File: config.mk
export PLATFORM = sky130hd
export DESIGN_NAME = lieat_exu_vpu_disp
export DESIGN_NICKNAME = d
export VERILOG_FILES = /design/src/rtl/lieat_exu_vpu_disp.sv
export SDC_FILE = /design/constraint.sdc
export NUM_CORES = 1
export LEC_CHECK = 0
export BUFFER_PORTS_ARGS = -buffer_cell sky130_fd_sc_hd__buf_4
export CAP_MARGIN = 20
export CORE_UTILIZATION = 30
export CTS_BUF_LIST = sky130_fd_sc_hd__clkbuf_4 sky130_fd_sc_hd__clkbuf_8
export DETAILED_ROUTE_END_ITERATION = 8
export MAX_ROUTING_LAYER = met4
export SLEW_MARGIN = 40
export SYNTH_ARGS = -nofsm -noshare
export SYNTH_HDL_FRONTEND = slang
export SYNTH_SLANG_ARGS = --single-unit
File: constraint.sdc
create_clock -name clk -period 20.7 [get_ports clk]
set_input_delay 2.07 -clock clk [delete_from_list [all_inputs] [get_ports clk]]
set_output_delay 2.07 -clock clk [all_outputs]
set_load 0.02 [all_outputs]
File: src/rtl/lieat_exu_vpu_disp.sv
// In-order VPU dispatch: buffers decoded vector instructions and issues the
// head entry to vset/vint/vlsu, never letting two units have work in flight
// at once so the fixed-priority writeback merge retires in program order.
module lieat_exu_vpu_disp #(
    parameter int XLEN       = 32,
    parameter int REG_IDX    = 5,
    parameter int FIFO_DEPTH = 2,
    parameter int OST_W      = 3
) (
    input  logic               clk,
    input  logic               rst,
    input  logic               vpu_i_valid,
    output logic               vpu_i_ready,
    input  logic [XLEN-1:0]    vpu_i_pc,
    input  logic [31:0]        vpu_i_instr,
    input  logic [1:0]         vpu_i_unit,
    input  logic [REG_IDX-1:0] vpu_i_rd,
    input  logic [XLEN-1:0]    vpu_i_src1,
    input  logic [XLEN-1:0]    vpu_i_src2,
    output logic               vset_i_valid,
    output logic               vint_i_valid,
    output logic               vlsu_i_valid,
    input  logic               vset_i_ready,
    input  logic               vint_i_ready,
    input  logic               vlsu_i_ready,
    output logic [XLEN-1:0]    disp_o_pc,
    output logic [31:0]        disp_o_instr,
    output logic [REG_IDX-1:0] disp_o_rd,
    output logic [XLEN-1:0]    disp_o_src1,
    output logic [XLEN-1:0]    disp_o_src2,
    input  logic               vset_wb_fire,
    input  logic               vint_wb_fire,
    input  logic               vlsu_wb_fire,
    output logic               vpu_o_illegal,
    output logic [XLEN-1:0]    vpu_o_illegal_pc,
    output logic               vpu_o_busy
);

    localparam int PTR_W = (FIFO_DEPTH > 1) ? $clog2(FIFO_DEPTH) : 1;
    localparam int CNT_W = PTR_W + 1;
    localparam logic [CNT_W-1:0] FULL_CNT = CNT_W'(FIFO_DEPTH);
    localparam logic [PTR_W-1:0] PTR_ONE  = PTR_W'(1);
    localparam logic [CNT_W-1:0] CNT_ONE  = CNT_W'(1);
    localparam logic [OST_W-1:0] OST_ONE  = OST_W'(1);

    typedef enum logic [1:0] {
        UNIT_VSET = 2'b00,
        UNIT_VINT = 2'b01,
        UNIT_VLSU = 2'b10,
        UNIT_ILL  = 2'b11
    } unit_e;

    // Instruction buffer storage
    logic [XLEN-1:0]    pc_mem    [FIFO_DEPTH];
    logic [31:0]        instr_mem [FIFO_DEPTH];
    unit_e              unit_mem  [FIFO_DEPTH];
    logic [REG_IDX-1:0] rd_mem    [FIFO_DEPTH];
    logic [XLEN-1:0]    src1_mem  [FIFO_DEPTH];
    logic [XLEN-1:0]    src2_mem  [FIFO_DEPTH];

    logic [PTR_W-1:0] wr_ptr_q;
    logic [PTR_W-1:0] rd_ptr_q;
    logic [CNT_W-1:0] occ_q;

    // Outstanding counters, index 0 vset, 1 vint, 2 vlsu
    logic [OST_W-1:0] ost_q [3];

    logic             illegal_q;
    logic [XLEN-1:0]  illegal_pc_q;

    logic       empty;
    logic       full;
    logic       enq;
    logic       deq;
    logic       drop;
    unit_e      head_unit;
    logic [2:0] elig;
    logic [2:0] fire;
    logic [2:0] dec;
    logic [2:0] ost_zero;
    logic [2:0] ost_max;
    logic [2:0] unit_ready;
    logic [2:0] wb_fire;

    // Head decode, per-unit eligibility and handshake qualification
    always_comb begin
        empty      = (occ_q == '0);
        full       = (occ_q == FULL_CNT);
        head_unit  = unit_mem[rd_ptr_q];
        unit_ready = {vlsu_i_ready, vint_i_ready, vset_i_ready};
        wb_fire    = {vlsu_wb_fire, vint_wb_fire, vset_wb_fire};
        ost_zero   = '0;
        ost_max    = '0;
        dec        = '0;
        for (int unsigned i = 0; i < 3; i++) begin
            ost_zero[i] = (ost_q[i] == '0);
            ost_max[i]  = (ost_q[i] == '1);
            // A writeback tap with nothing outstanding is ignored
            dec[i]      = wb_fire[i] && !ost_zero[i];
        end
        elig[0] = !empty && (head_unit == UNIT_VSET) && !ost_max[0] && ost_zero[1] && ost_zero[2];
        elig[1] = !empty && (head_unit == UNIT_VINT) && !ost_max[1] && ost_zero[0] && ost_zero[2];
        elig[2] = !empty && (head_unit == UNIT_VLSU) && !ost_max[2] && ost_zero[0] && ost_zero[1];
        drop    = !empty && (head_unit == UNIT_ILL);
        fire    = elig & unit_ready;
        enq     = vpu_i_valid && !full;
        deq     = (|fire) || drop;
    end

    assign vpu_i_ready  = !full;
    assign vset_i_valid = elig[0];
    assign vint_i_valid = elig[1];
    assign vlsu_i_valid = elig[2];

    assign disp_o_pc    = empty ? '0 : pc_mem[rd_ptr_q];
    assign disp_o_instr = empty ? '0 : instr_mem[rd_ptr_q];
    assign disp_o_rd    = empty ? '0 : rd_mem[rd_ptr_q];
    assign disp_o_src1  = empty ? '0 : src1_mem[rd_ptr_q];
    assign disp_o_src2  = empty ? '0 : src2_mem[rd_ptr_q];

    assign vpu_o_illegal    = illegal_q;
    assign vpu_o_illegal_pc = illegal_pc_q;
    assign vpu_o_busy       = !empty || !(&ost_zero);

    // Buffer storage write; contents are don't-care while unoccupied
    always_ff @(posedge clk) begin
        if (enq) begin
            pc_mem[wr_ptr_q]    <= vpu_i_pc;
            instr_mem[wr_ptr_q] <= vpu_i_instr;
            unit_mem[wr_ptr_q]  <= unit_e'(vpu_i_unit);
            rd_mem[wr_ptr_q]    <= vpu_i_rd;
            src1_mem[wr_ptr_q]  <= vpu_i_src1;
            src2_mem[wr_ptr_q]  <= vpu_i_src2;
        end
    end

    // Buffer pointers and occupancy
    always_ff @(posedge clk) begin
        if (rst) begin
            wr_ptr_q <= '0;
            rd_ptr_q <= '0;
            occ_q    <= '0;
        end else begin
            if (enq) begin
                wr_ptr_q <= wr_ptr_q + PTR_ONE;
            end
            if (deq) begin
                rd_ptr_q <= rd_ptr_q + PTR_ONE;
            end
            if (enq && !deq) begin
                occ_q <= occ_q + CNT_ONE;
            end else if (deq && !enq) begin
                occ_q <= occ_q - CNT_ONE;
            end
        end
    end

    // Per-unit outstanding counters
    always_ff @(posedge clk) begin
        if (rst) begin
            for (int unsigned i = 0; i < 3; i++) begin
                ost_q[i] <= '0;
            end
        end else begin
            for (int unsigned i = 0; i < 3; i++) begin
                if (fire[i] && !dec[i]) begin
                    ost_q[i] <= ost_q[i] + OST_ONE;
                end else if (dec[i] && !fire[i]) begin
                    ost_q[i] <= ost_q[i] - OST_ONE;
                end
            end
        end
    end

    // Illegal-drop pulse and sticky pc of the last dropped entry
    always_ff @(posedge clk) begin
        if (rst) begin
            illegal_q    <= 1'b0;
            illegal_pc_q <= '0;
        end else begin
            illegal_q <= drop;
            if (drop) begin
                illegal_pc_q <= pc_mem[rd_ptr_q];
            end
        end
    end

endmodule
==> results by group, run 1 <==
Setup path
  • CP Data Arrival Time: around 3300 ps
  • Slowest cell on crit path: dfxtp_4
  • Slowest stage delay, CP: 760 ps
  • Cell count along the critical path: 6
  • Max FO, Critical Path: 56
  • Setup CP Type: reg -> out
  • Critical Path RT: 18630 ps
  • Buf/Inv on CP: 4
  • Type of origin of the critical path: flop
  • Cell family with most CP delay: buffers and inverters
  • CP dominant cell by count: buf_4
  • Cell Chain, Critical Path: buf_6 -> buf_4 -> buf_12 -> mux2i_1 -> nor2_1 -> buf_4
  • Crit path capture type: output pin
  • Path depth of the worst reg2reg path: 7

Floorplanning
  • Initial Util: 30.45%
  • Die area: 41130 µm²
  • Cell Rows: 73
  • Die height: 202.8 µm
  • Die width: 202.8 µm
  • # IOs: 315
  • Core ar.: 39730 µm²

Detailed routing
  • Routed wire per std cell: 17.10 µm
  • Iter 0 DRT Violations: about 250
  • DRT Pass-1 Iters: 4
  • Routed WL: 28.79 mm
  • Via count: roughly 7400
  • DR vias/cell: 4.370
  • Drt drc: 0
  • Antenna Nets Post-Route: 0

Power
  • Clock group share of total power: 24.9%
  • Combinational power share: 37.2%
  • Sw Share: 35.68%
  • Sequential Power Share: 38.0%
  • Power per cell area: roughly 140 nW/µm²
  • Internal power: 1469 µW
  • Peak VDD IR: 0.00007444 V
  • Static Leak: 0.006040 µW
  • Total power: 2285 µW
  • Switching power: ~820 µW

Min path
  • Hold WC Path Type: reg -> reg
  • Hold depth: 2

Timing
  • RSZ-0062 raised after global routing: no
  • Final period util: between 20% and 30%
  • Fin Setup TNS: 0 ps
  • Final min period: ~5300 ps
  • Worst clock skew: 23.60 ps
  • Rel. slew slack: between 40% and 50%
  • Finish-stage setup viols: 0
  • Tightest Pin Transition: between 700 and 800 ps
  • Slew Viols, Final: 0
  • FMAX: about 190 MHz
  • Final hold violation count: 0

CTS
  • CTS Buf Count: 54
  • Longest Clk Path Bufs: 3
  • H-tree levels: 2
  • CTS tree: built
  • Setup bufs post-CTS: 0
  • Clock root buffer: clkbuf_8
  • Resize count post-CTS: 0
  • # clock sinks: around 320
  • Post-cts hold buffer count: 0
  • Worst-Skew Late Latency: 620 ps
  • Clock transition at path regs: 60 ps

GRT
  • Largest net degree at the start of global routing: 73
  • GR peak layer: met2
  • Total grt overflow: 0
  • Overall routing resource usage: between 10% and 20%
  • Initial antenna violation count: 1
  • First-pass GRT wire length: 43.14 mm
  • Met1 Use GR: 16.13%
  • GRT met2 Usage: 23.06%
  • Met3 usage: 4.494%
  • Vias in the first global route: 7617

Place
  • Post-Place Cells: 1584
  • PortBufs: approximately 310
  • Detail Placement HPWL: around 19 mm
  • Placed cell areas: about 15000 µm²
  • Gpl congestion: around 0.74

Flow run
  • Max-Cap Viols: 0

Synthesis
  • Synth unique cells: 33
  • Cells after Synth: 777
  • Yosys warning count: 0
  • Post-synth top area share: just under 70%
  • Post-synth top area cell: edfxtp_1
  • Commonest cells in the synthesized netlist: 279 x edfxtp_1, 177 x nor2_1, 134 x mux2i_1, 38 x dfxtp_1, 33 x a211oi_1
  • Number of enable flip-flop cells after synthesis: approximately 280
  • Mapped Area: roughly 12000 µm²
  • Synth area leaders: edfxtp_1 69%, mux2i_1 11%, dfxtp_1 6.3%, nor2_1 5.5%, a211oi_1 2.0%
  • Count leader, synth: edfxtp_1
  • Seq/Total Area, Yosys: 75.54%
  • Main synth FF type: edfxtp_1
  • Synthesized area per cell: 15.57 µm²
  • Post-Syn Nets: 928
  • Seq cells post-synth: 317
  • Fraction of registers with async set or reset after synthesis: 0%

Status
  • Status: complete, no violations

Final layout
  • Fillers: 3718
  • Area of the multi-input gates: 2788 µm²
  • Nets: approximately 1300
  • Layout Cell Area excl Fill: ~16000 µm²
  • Proportion of layout cells with a drive suffix above 1: a little under two fifths
  • Final Non-Filler Cells: 1684
  • Layout overhead on the synthesized area: 34.10%
  • Register area: 9143 µm²
[worst register-to-register path, cell delays in order (launching register included)]
cell and delay (ps):
dfxtp_4 760, mux2_4 410, a311oi_2 290, nand3_1 190, and4_1 260, ha_1 320
or3_1 350, a21oi_1 130
[power by group through the flow]
stage / clock (µW) / sequential [µW] / combinational [µW]
2_1_floorplan: 0 / 897 / 493
3_3_place_gp: 0 / 878 / 851
3_5_place_dp: 0 / 882 / 855
4_1_cts: 593 / 869 / 858
5_1_grt: 619 / 878 / 916
6_report: 568 / 867 / 850
[layout by cell type, fill, tap and decap left out, types with 2 or more instances in the layout]
master	n
nand2b_1	3
nor2_4	2
clkinv_1	8
edfxtp_1	279
clkbuf_4	15
and2_1	2
fa_1	2
xnor2_1	5
or3_1	3
dfxtp_1	37
nand2_1	7
nor3_1	6
nand4_1	2
clkinv_2	7
buf_12	2
buf_4	319
nand3b_1	2
nor2b_1	4
ha_1	5
clkbuf_8	63
and3b_1	2
xor2_1	7
inv_6	2
or2_2	2
buf_6	4
inv_1	7
nor2_1	175
o22ai_1	2
nand3_1	4
a211oi_1	33
mux2i_1	134
[cell type report]
| class | count | share of cell area (%) |
|---|---|---|
| Antenna cell | 1 | 0.01542 |
| Clock buffer | 78 | 6.039 |
| Clock inverter | 19 | 0.7404 |
| Inverter | 7 | 0.1620 |
| Multi-Input combinational cell | 411 | 17.18 |
| Sequential cell | 317 | 56.35 |
| Tap cell | 525 | 4.049 |
| Timing Repair Buffer | 326 | 15.46 |
[worst paths after layout]
check / startpoint / endpoint / slack (ps)
min: vpu_o_illegal_pc[24] / vpu_o_illegal_pc[24] / 500
min reg2reg: vpu_o_illegal_pc[24] / vpu_o_illegal_pc[24] / 500
max reg2reg: flop / occ_q[1] / 17910
max: flop / disp_o_src1[7] / 15380
[layer usage]
metal	wire length (µm)	vias to the layer above
met5	0	-
met4	698	0
met3	2074	55
met2	14140	223
met1	11880	3541
li1	-	3540
[through the flow]
step	setup WS, ps	util (%)	hold slack [ps]
after floorplan	12300	-	471.8
after global placement	15450	37.85	488.9
after detailed placement	15700	37.95	491.1
after CTS	15020	40.71	500.0
after global routing	15120	40.83	513.3
final	15380	40.83	499.3
[sequential cells by signal, summed over array words and instances, names as in the netlist, 2 cells and up, named ones only]
register,cells
occ_q,2
instr_mem,64
rd_mem,10
ost_q,9
pc_mem,64
src1_mem,64
unit_mem,4
vpu_o_illegal_pc,32
src2_mem,64
[cell families (layout without fill, tap and decap cells)]
logic type | after synthesis | count (layout) | synth area share, %
and+or+nand+nor | 219 | 219 | 7.581
other | 0 | 1 | 0
buffers and inverters | 49 | 430 | 1.593
AOI/OAI and AO/OA | 38 | 38 | 2.358
adders and majority gates | 7 | 7 | 0.8481
muxes | 135 | 135 | 11.21
xor gates and xnor gates | 12 | 12 | 0.8687
DFF | 317 | 317 | 75.54
(Power assumes the default switching activity.)
==> run 2, diff against run 1 <==
--- a/config.mk
+++ b/config.mk
@@ -5,6 +5,7 @@
 export SDC_FILE = /design/constraint.sdc
 export NUM_CORES = 1
 export LEC_CHECK = 0
+export ABC_AREA = 1
 export BUFFER_PORTS_ARGS = -buffer_cell sky130_fd_sc_hd__buf_4
 export CAP_MARGIN = 20
 export CORE_UTILIZATION = 30
==> constraint.sdc (replaced) <==
create_clock -name clk -period 5.24 [get_ports clk]
set_input_delay 0.524 -clock clk [delete_from_list [all_inputs] [get_ports clk]]
set_output_delay 0.524 -clock clk [all_outputs]
set_load 0.02 [all_outputs]
==> run 2 against run 1 <==
  * Synthesized area rose by 1.3%
  * Combinational power increased to 4.1 times the previous value
  * Die area increased by 1.3%
  * Power rose to 4.0 times the previous value
  * Sequential share of layout area decreased by 0.46 points
  * Largest power group is now combinational logic
==> results by group, run 2 <==
Status
  • Status: complete, no violations

Setup path
  • Type of origin of the critical path: flop
  • Max FO, Critical Path: 60
  • R2r setup slk: 1870 ps
  • CP Data Arrival Time: slightly above 3000 ps
  • Critical Path RT: around 4700 ps
  • Slowest cell on crit path: clkinv_2
  • FF-to-FF End: occ_q[1]
  • Slowest stage delay, CP: 690 ps
  • Cell Chain, Critical Path: clkinv_2 -> buf_4 -> nand2_1 -> a21oi_1 -> buf_4
  • Cell family with most CP delay: buffers and inverters
  • CP dominant cell by count: buf_4
  • Path depth of the worst reg2reg path: 11
  • Buf/Inv on CP: 3
  • Crit path capture type: output pin
  • Setup CP Type: reg -> out

CTS
  • # clock sinks: 317
  • Clock transition at path regs: 60 ps
  • H-tree levels: 2
  • Setup bufs post-CTS: 0
  • CTS tree: built
  • Clock root buffer: clkbuf_8
  • Worst-Skew Late Latency: approximately 610 ps
  • Post-cts hold buffer count: 0
  • Longest Clk Path Bufs: 3
  • CTS Buf Count: 56
  • Resize count post-CTS: 0

Final layout
  • Nets: 1449
  • Most frequent cells in the layout: 320 x buf_4, 279 x edfxtp_1, 268 x nand2_1, 146 x a21oi_1, 58 x clkbuf_8
  • Layout overhead on the synthesized area: 33.40%
  • Proportion of layout cells with a drive suffix above 1: about a third
  • Final Non-Filler Cells: 1870
  • Commonest non-fill, non-tap cell in the layout: buf_4

Detailed routing
  • DR vias/cell: 4.468
  • DRT Pass-1 Iters: 4
  • Routed wire per std cell: 16.58 µm
  • Drt drc: 0
  • Routed WL: 31.01 mm
  • Iter 0 DRT Violations: 500
  • Antenna Nets Post-Route: 0
  • Via count: 8356

Synthesis
  • Seq cells post-synth: 317
  • Number of enable flip-flop cells after synthesis: 279
  • Cells after Synth: ~970
  • Synth unique cells: 25
  • Synthesized area per cell: approximately 13 µm²
  • Post-Syn Nets: about 1100
  • Mapped Area: 12260 µm²
  • Commonest cells in the synthesized netlist: 279 x edfxtp_1, 269 x nand2_1, 146 x a21oi_1, 53 x nor2_1, 38 x dfxtp_1
  • Seq/Total Area, Yosys: 74.54%
  • Main synth FF type: edfxtp_1
  • Yosys warning count: 0
  • Fraction of registers with async set or reset after synthesis: 0%
  • Post-synth top area cell: edfxtp_1
  • Post-synth top area share: 68.33%
  • Synth area leaders: edfxtp_1 68%, nand2_1 8.2%, dfxtp_1 6.2%, a21oi_1 6.0%, mux2i_1 2.6%
  • Count leader, synth: edfxtp_1

Min path
  • Hold Startpoint: vpu_i_pc[5]
  • Hold depth: 1
  • Hold WC Path Type: in -> reg
  • Hold endpoint: pc_mem[1][5]

Power
  • Power per cell area: ~560 nW/µm²
  • Static Leak: 0.006408 µW
  • Peak VDD IR: 0.0003510 V

Timing
  • Tightest Pin Transition: a little under 800 ps
  • Final period util: between 60% and 70%
  • Final min period: ~3600 ps
  • Rel. slew slack: between 40% and 50%
  • Final hold violation count: 0
  • Slew Viols, Final: 0
  • FMAX: 277.2 MHz
  • Fin Setup TNS: 0 ps
  • RSZ-0062 raised after global routing: no
  • Finish-stage setup viols: 0
  • Final WS setup: 1632 ps
  • Worst clock skew: around 28 ps

Place
  • Detail Placement HPWL: 19.61 mm
  • Worst slack, placed: 1780 ps
  • Gpl congestion: between 0.8 and 0.9
  • Post-Place Cells: approximately 1800
  • PortBufs: around 310

GRT
  • Initial antenna violation count: 2
  • First-pass GRT wire length: 46.68 mm
  • Met3 usage: 5.931%
  • Overall routing resource usage: 15.12%
  • Vias in the first global route: 8500
  • GRT met2 Usage: 22.72%
  • GR peak layer: met2
  • Largest net degree at the start of global routing: 81
  • Total grt overflow: 0
  • Met1 Use GR: ~18%

Flow run
  • Max-Cap Viols: 0

Floorplanning
  • # IOs: between 300 and 400
  • Cell Rows: 73
  • Initial Util: between 30 and 40%
  • Die height: 204.2 µm
  • Die width: 204.2 µm
  • Core ar.: 40010 µm²
  • Die area: around 42000 µm²
==> run 2: how the worst max path moves through the flow <==
stage,from,to,cells past startpoint
floorplan,occ_q[0],instr_mem[1][0],4
global placement,flop,occ_q[1],13
detailed placement,flop,occ_q[1],11
CTS,flop,disp_o_src1[13],5
global route,flop,disp_o_src1[13],5
finish,flop,disp_o_src1[13],5
==> run 2: cell families (layout without fill, tap and decap cells) <==
logic type	after synthesis	in the layout	share of synthesized area [%]
flops	317	317	74.54
mux	32	32	2.613
other cells	0	2	0
fa+ha+maj	7	7	0.8368
simple gates	378	378	12.72
compound gates	152	152	6.235
buf+inv	77	452	2.704
xor+xnor	5	5	0.3572
==> run 2: metal layers <==
metal,part of all wire (%),up-vias
met2,46,315
li1,-,4036
met3,10,50
met1,42,3955
met5,0,-
met4,2.2,0
==> run 2: per-stage QoR <==
stage	utilization (%)	total power [µW]	hold slack, ps	area, µm²
after floorplan	-	5419	461.9	12270
after global placement	37.87	6915	451.7	15150
after detailed placement	37.97	6955	459.5	15190
after CTS	40.87	9358	24.76	16350
after global routing	40.88	9722	37.89	16360
final	40.88	9198	86.45	16360
==> run 2: area by class of cell <==
cell class              instances  area, µm²
multi-input cells             574       2813
repair buffers                324       2481
fillers                      3781      23650
flip-flops and latches        317       9143
well taps                     525      656.9
clock inverters                25      214.0
inverters                      25      95.09
clock buffers                  78      948.4
diodes                          2      5.005
==> run 2: report_power, final <==
part,total [µW],leakage [µW],internal (µW),switching [µW]
combinational,3460,0.00288,1200,2260
sequential,3370,0.00292,3220,146
clock,2370,0.000610,1360,1000
==> run 3, diff against run 2 <==
==> constraint.sdc (replaced) <==
create_clock -name clk -period 3.5 [get_ports clk]
set_input_delay 0.35 -clock clk [delete_from_list [all_inputs] [get_ports clk]]
set_output_delay 0.35 -clock clk [all_outputs]
set_load 0.02 [all_outputs]
==> run 3 against run 2 <==
  * Die area did not move
  * Worst setup slack got worse by 960 ps
  * Clock skew increased by 7.5 ps
  * Via count rose by 6.6%
  * First-iteration DRC count increased by 5.6%
  * Critical path depth decreased by 1
  * Global-route usage grew 0.61 points
==> results by group, run 3 (same netlist as run 2, synthesis figures left out) <==
Place
  • Placed cell areas: 15230 µm²
  • Worst slack, placed: 1121 ps
  • PortBufs: 314
  • Gpl congestion: 0.8348
  • Detail Placement HPWL: around 20 mm
  • Post-Place Cells: 1768

Timing
  • Tightest Pin Transition: 784.8 ps
  • Final WS setup: 671.9 ps
  • Final hold slack: ~190 ps
  • Slew Viols, Final: 0
  • Final min period: roughly 2800 ps
  • Final hold violation count: 0
  • Worst clock skew: around 36 ps
  • RSZ-0062 raised after global routing: no
  • FMAX: 353.6 MHz
  • Final period util: around four fifths
  • Rel. slew slack: 47.68%
  • Finish-stage setup viols: 0

Detailed routing
  • Routed wire per std cell: 16.18 µm
  • Drt drc: 0
  • Routed WL: 32.39 mm
  • Iter 0 DRT Violations: 528
  • DR vias/cell: around 4.4
  • DRT Pass-1 Iters: 5
  • Antenna Nets Post-Route: 0
  • Via count: 8907

Setup path
  • Type of origin of the critical path: flop
  • FF-to-FF End: occ_q[1]
  • Path depth of the worst reg2reg path: 12
  • Setup CP Type: reg -> out
  • Max FO, Critical Path: 45
  • R2r setup slk: between 1000 and 1500 ps
  • Critical Path RT: 3150 ps
  • Crit path capture type: output pin
  • CP Data Arrival Time: between 2000 and 2500 ps

Status
  • Status: complete, no violations

CTS
  • Clock transition at path regs: 60 ps
  • CTS tree: built
  • H-tree levels: 2
  • Longest Clk Path Bufs: 3
  • Clock root buffer: clkbuf_8
  • # clock sinks: 317
  • CTS Buf Count: 54
  • Worst-Skew Late Latency: 620 ps
  • Resize count post-CTS: 0

Floorplanning
  • Die height: slightly above 200 µm
  • # IOs: between 300 and 400
  • Cell Rows: 73
  • Initial Util: ~30%
  • Core ar.: 40010 µm²
  • Die width: 204.2 µm
  • Die area: 41680 µm²

Min path
  • Hold Startpoint: rst
  • Hold endpoint: vpu_o_illegal
  • Hold WC Path Type: in -> reg
  • Hold depth: 2

Power
  • Total power: 13860 µW
  • Peak VDD IR: 0.0003942 V
  • Power per cell area: approximately 800 nW/µm²
  • Static Leak: 0.006970 µW

GRT
  • Overall routing resource usage: 15.73%
  • Initial antenna violation count: 3
  • Vias in the first global route: 9170
  • Total grt overflow: 0
  • First-pass GRT wire length: ~49 mm
  • Largest net degree at the start of global routing: 101

Final layout
  • Fillers: about 3700
  • Layout overhead on the synthesized area: 44.51%
  • Commonest non-fill, non-tap cell in the layout: buf_4
  • Layout Cell Area excl Fill: between 15000 and 20000 µm²
  • Proportion of layout cells with a drive suffix above 1: just under 30%
  • Nets: 1585
  • Most frequent cells in the layout: 321 x buf_4, 279 x edfxtp_1, 268 x nand2_1, 146 x a21oi_1, 135 x dlygate4sd3_1
  • Final Non-Filler Cells: ~2000

Flow run
  • Max-Cap Viols: 0
run 3: changes by cell type in the layout (fill, tap and decap cells not counted), sizes merged:
| cell | before | now |
|---|---|---|
| dlygate4sd3 | 0 | 135 |
| bufinv | 4 | 3 |
| clkinvlp | 2 | 1 |
| clkinv | 20 | 14 |
| inv | 24 | 25 |
| buf | 324 | 327 |
| diode | 2 | 3 |
run 3: timing repair:
| item | CTS | global route |
|---|---|---|
| hold buffers | 135 | 0 |
| endpoints found under the hold margin | 270 | 0 |
| setup buffers | 0 | 0 |
run 3: power breakdown:
part	internal (µW)	switching [µW]
Clock	1990	1470
Combinational	1940	3430
Sequential	4820	208
Total	8750	5110
run 3: worst max path at each step:
| stage | start | end | slack, ps | cells past startpoint |
|---|---|---|---|---|
| detailed placement | flop | occ_q[1] | 1120 | 12 |
| CTS | flop | disp_o_pc[3] | 540 | 4 |
| global route | flop | disp_o_pc[27] | 440 | 4 |
| global placement | flop | occ_q[1] | 1120 | 12 |
| finish | flop | disp_o_pc[7] | 670 | 4 |
| floorplan | occ_q[0] | instr_mem[1][0] | -1240 | 4 |
run 3: per-layer routing:
metal	vias up	part of all wire [%]	GRT usage (%)
li1	4302	-	-
met1	4224	41	18.58
met2	327	48	25.05
met3	54	8.8	4.943
met4	0	2.1	5.890
met5	-	0	-
run 3: critical path, stage by stage (launching register included):
cell and delay (ps):
dfxtp_4 560, buf_4 650, mux2i_1 370, nor2_1 80, buf_4 180
run 3: through the flow:
step | utilization [%] | setup TNS, ps
2_1_floorplan | - | -334640
3_3_place_gp | 38.07 | 0
3_5_place_dp | 38.07 | 0
4_1_cts | 44.27 | 0
5_1_grt | 44.29 | 0
6_report | 44.29 | 0
run 3: final cells by class:
type	count	area (µm²)	area share, %
multi-input cells	574	2808	15.85
flip-flops and latches	317	9143	51.60
inverters	25	95.09	0.5367
clock inverters	18	160.2	0.9039
diodes	3	7.507	0.04237
clock buffers	78	967.2	5.459
repair buffers	462	3881	21.91
well taps	525	656.9	3.707
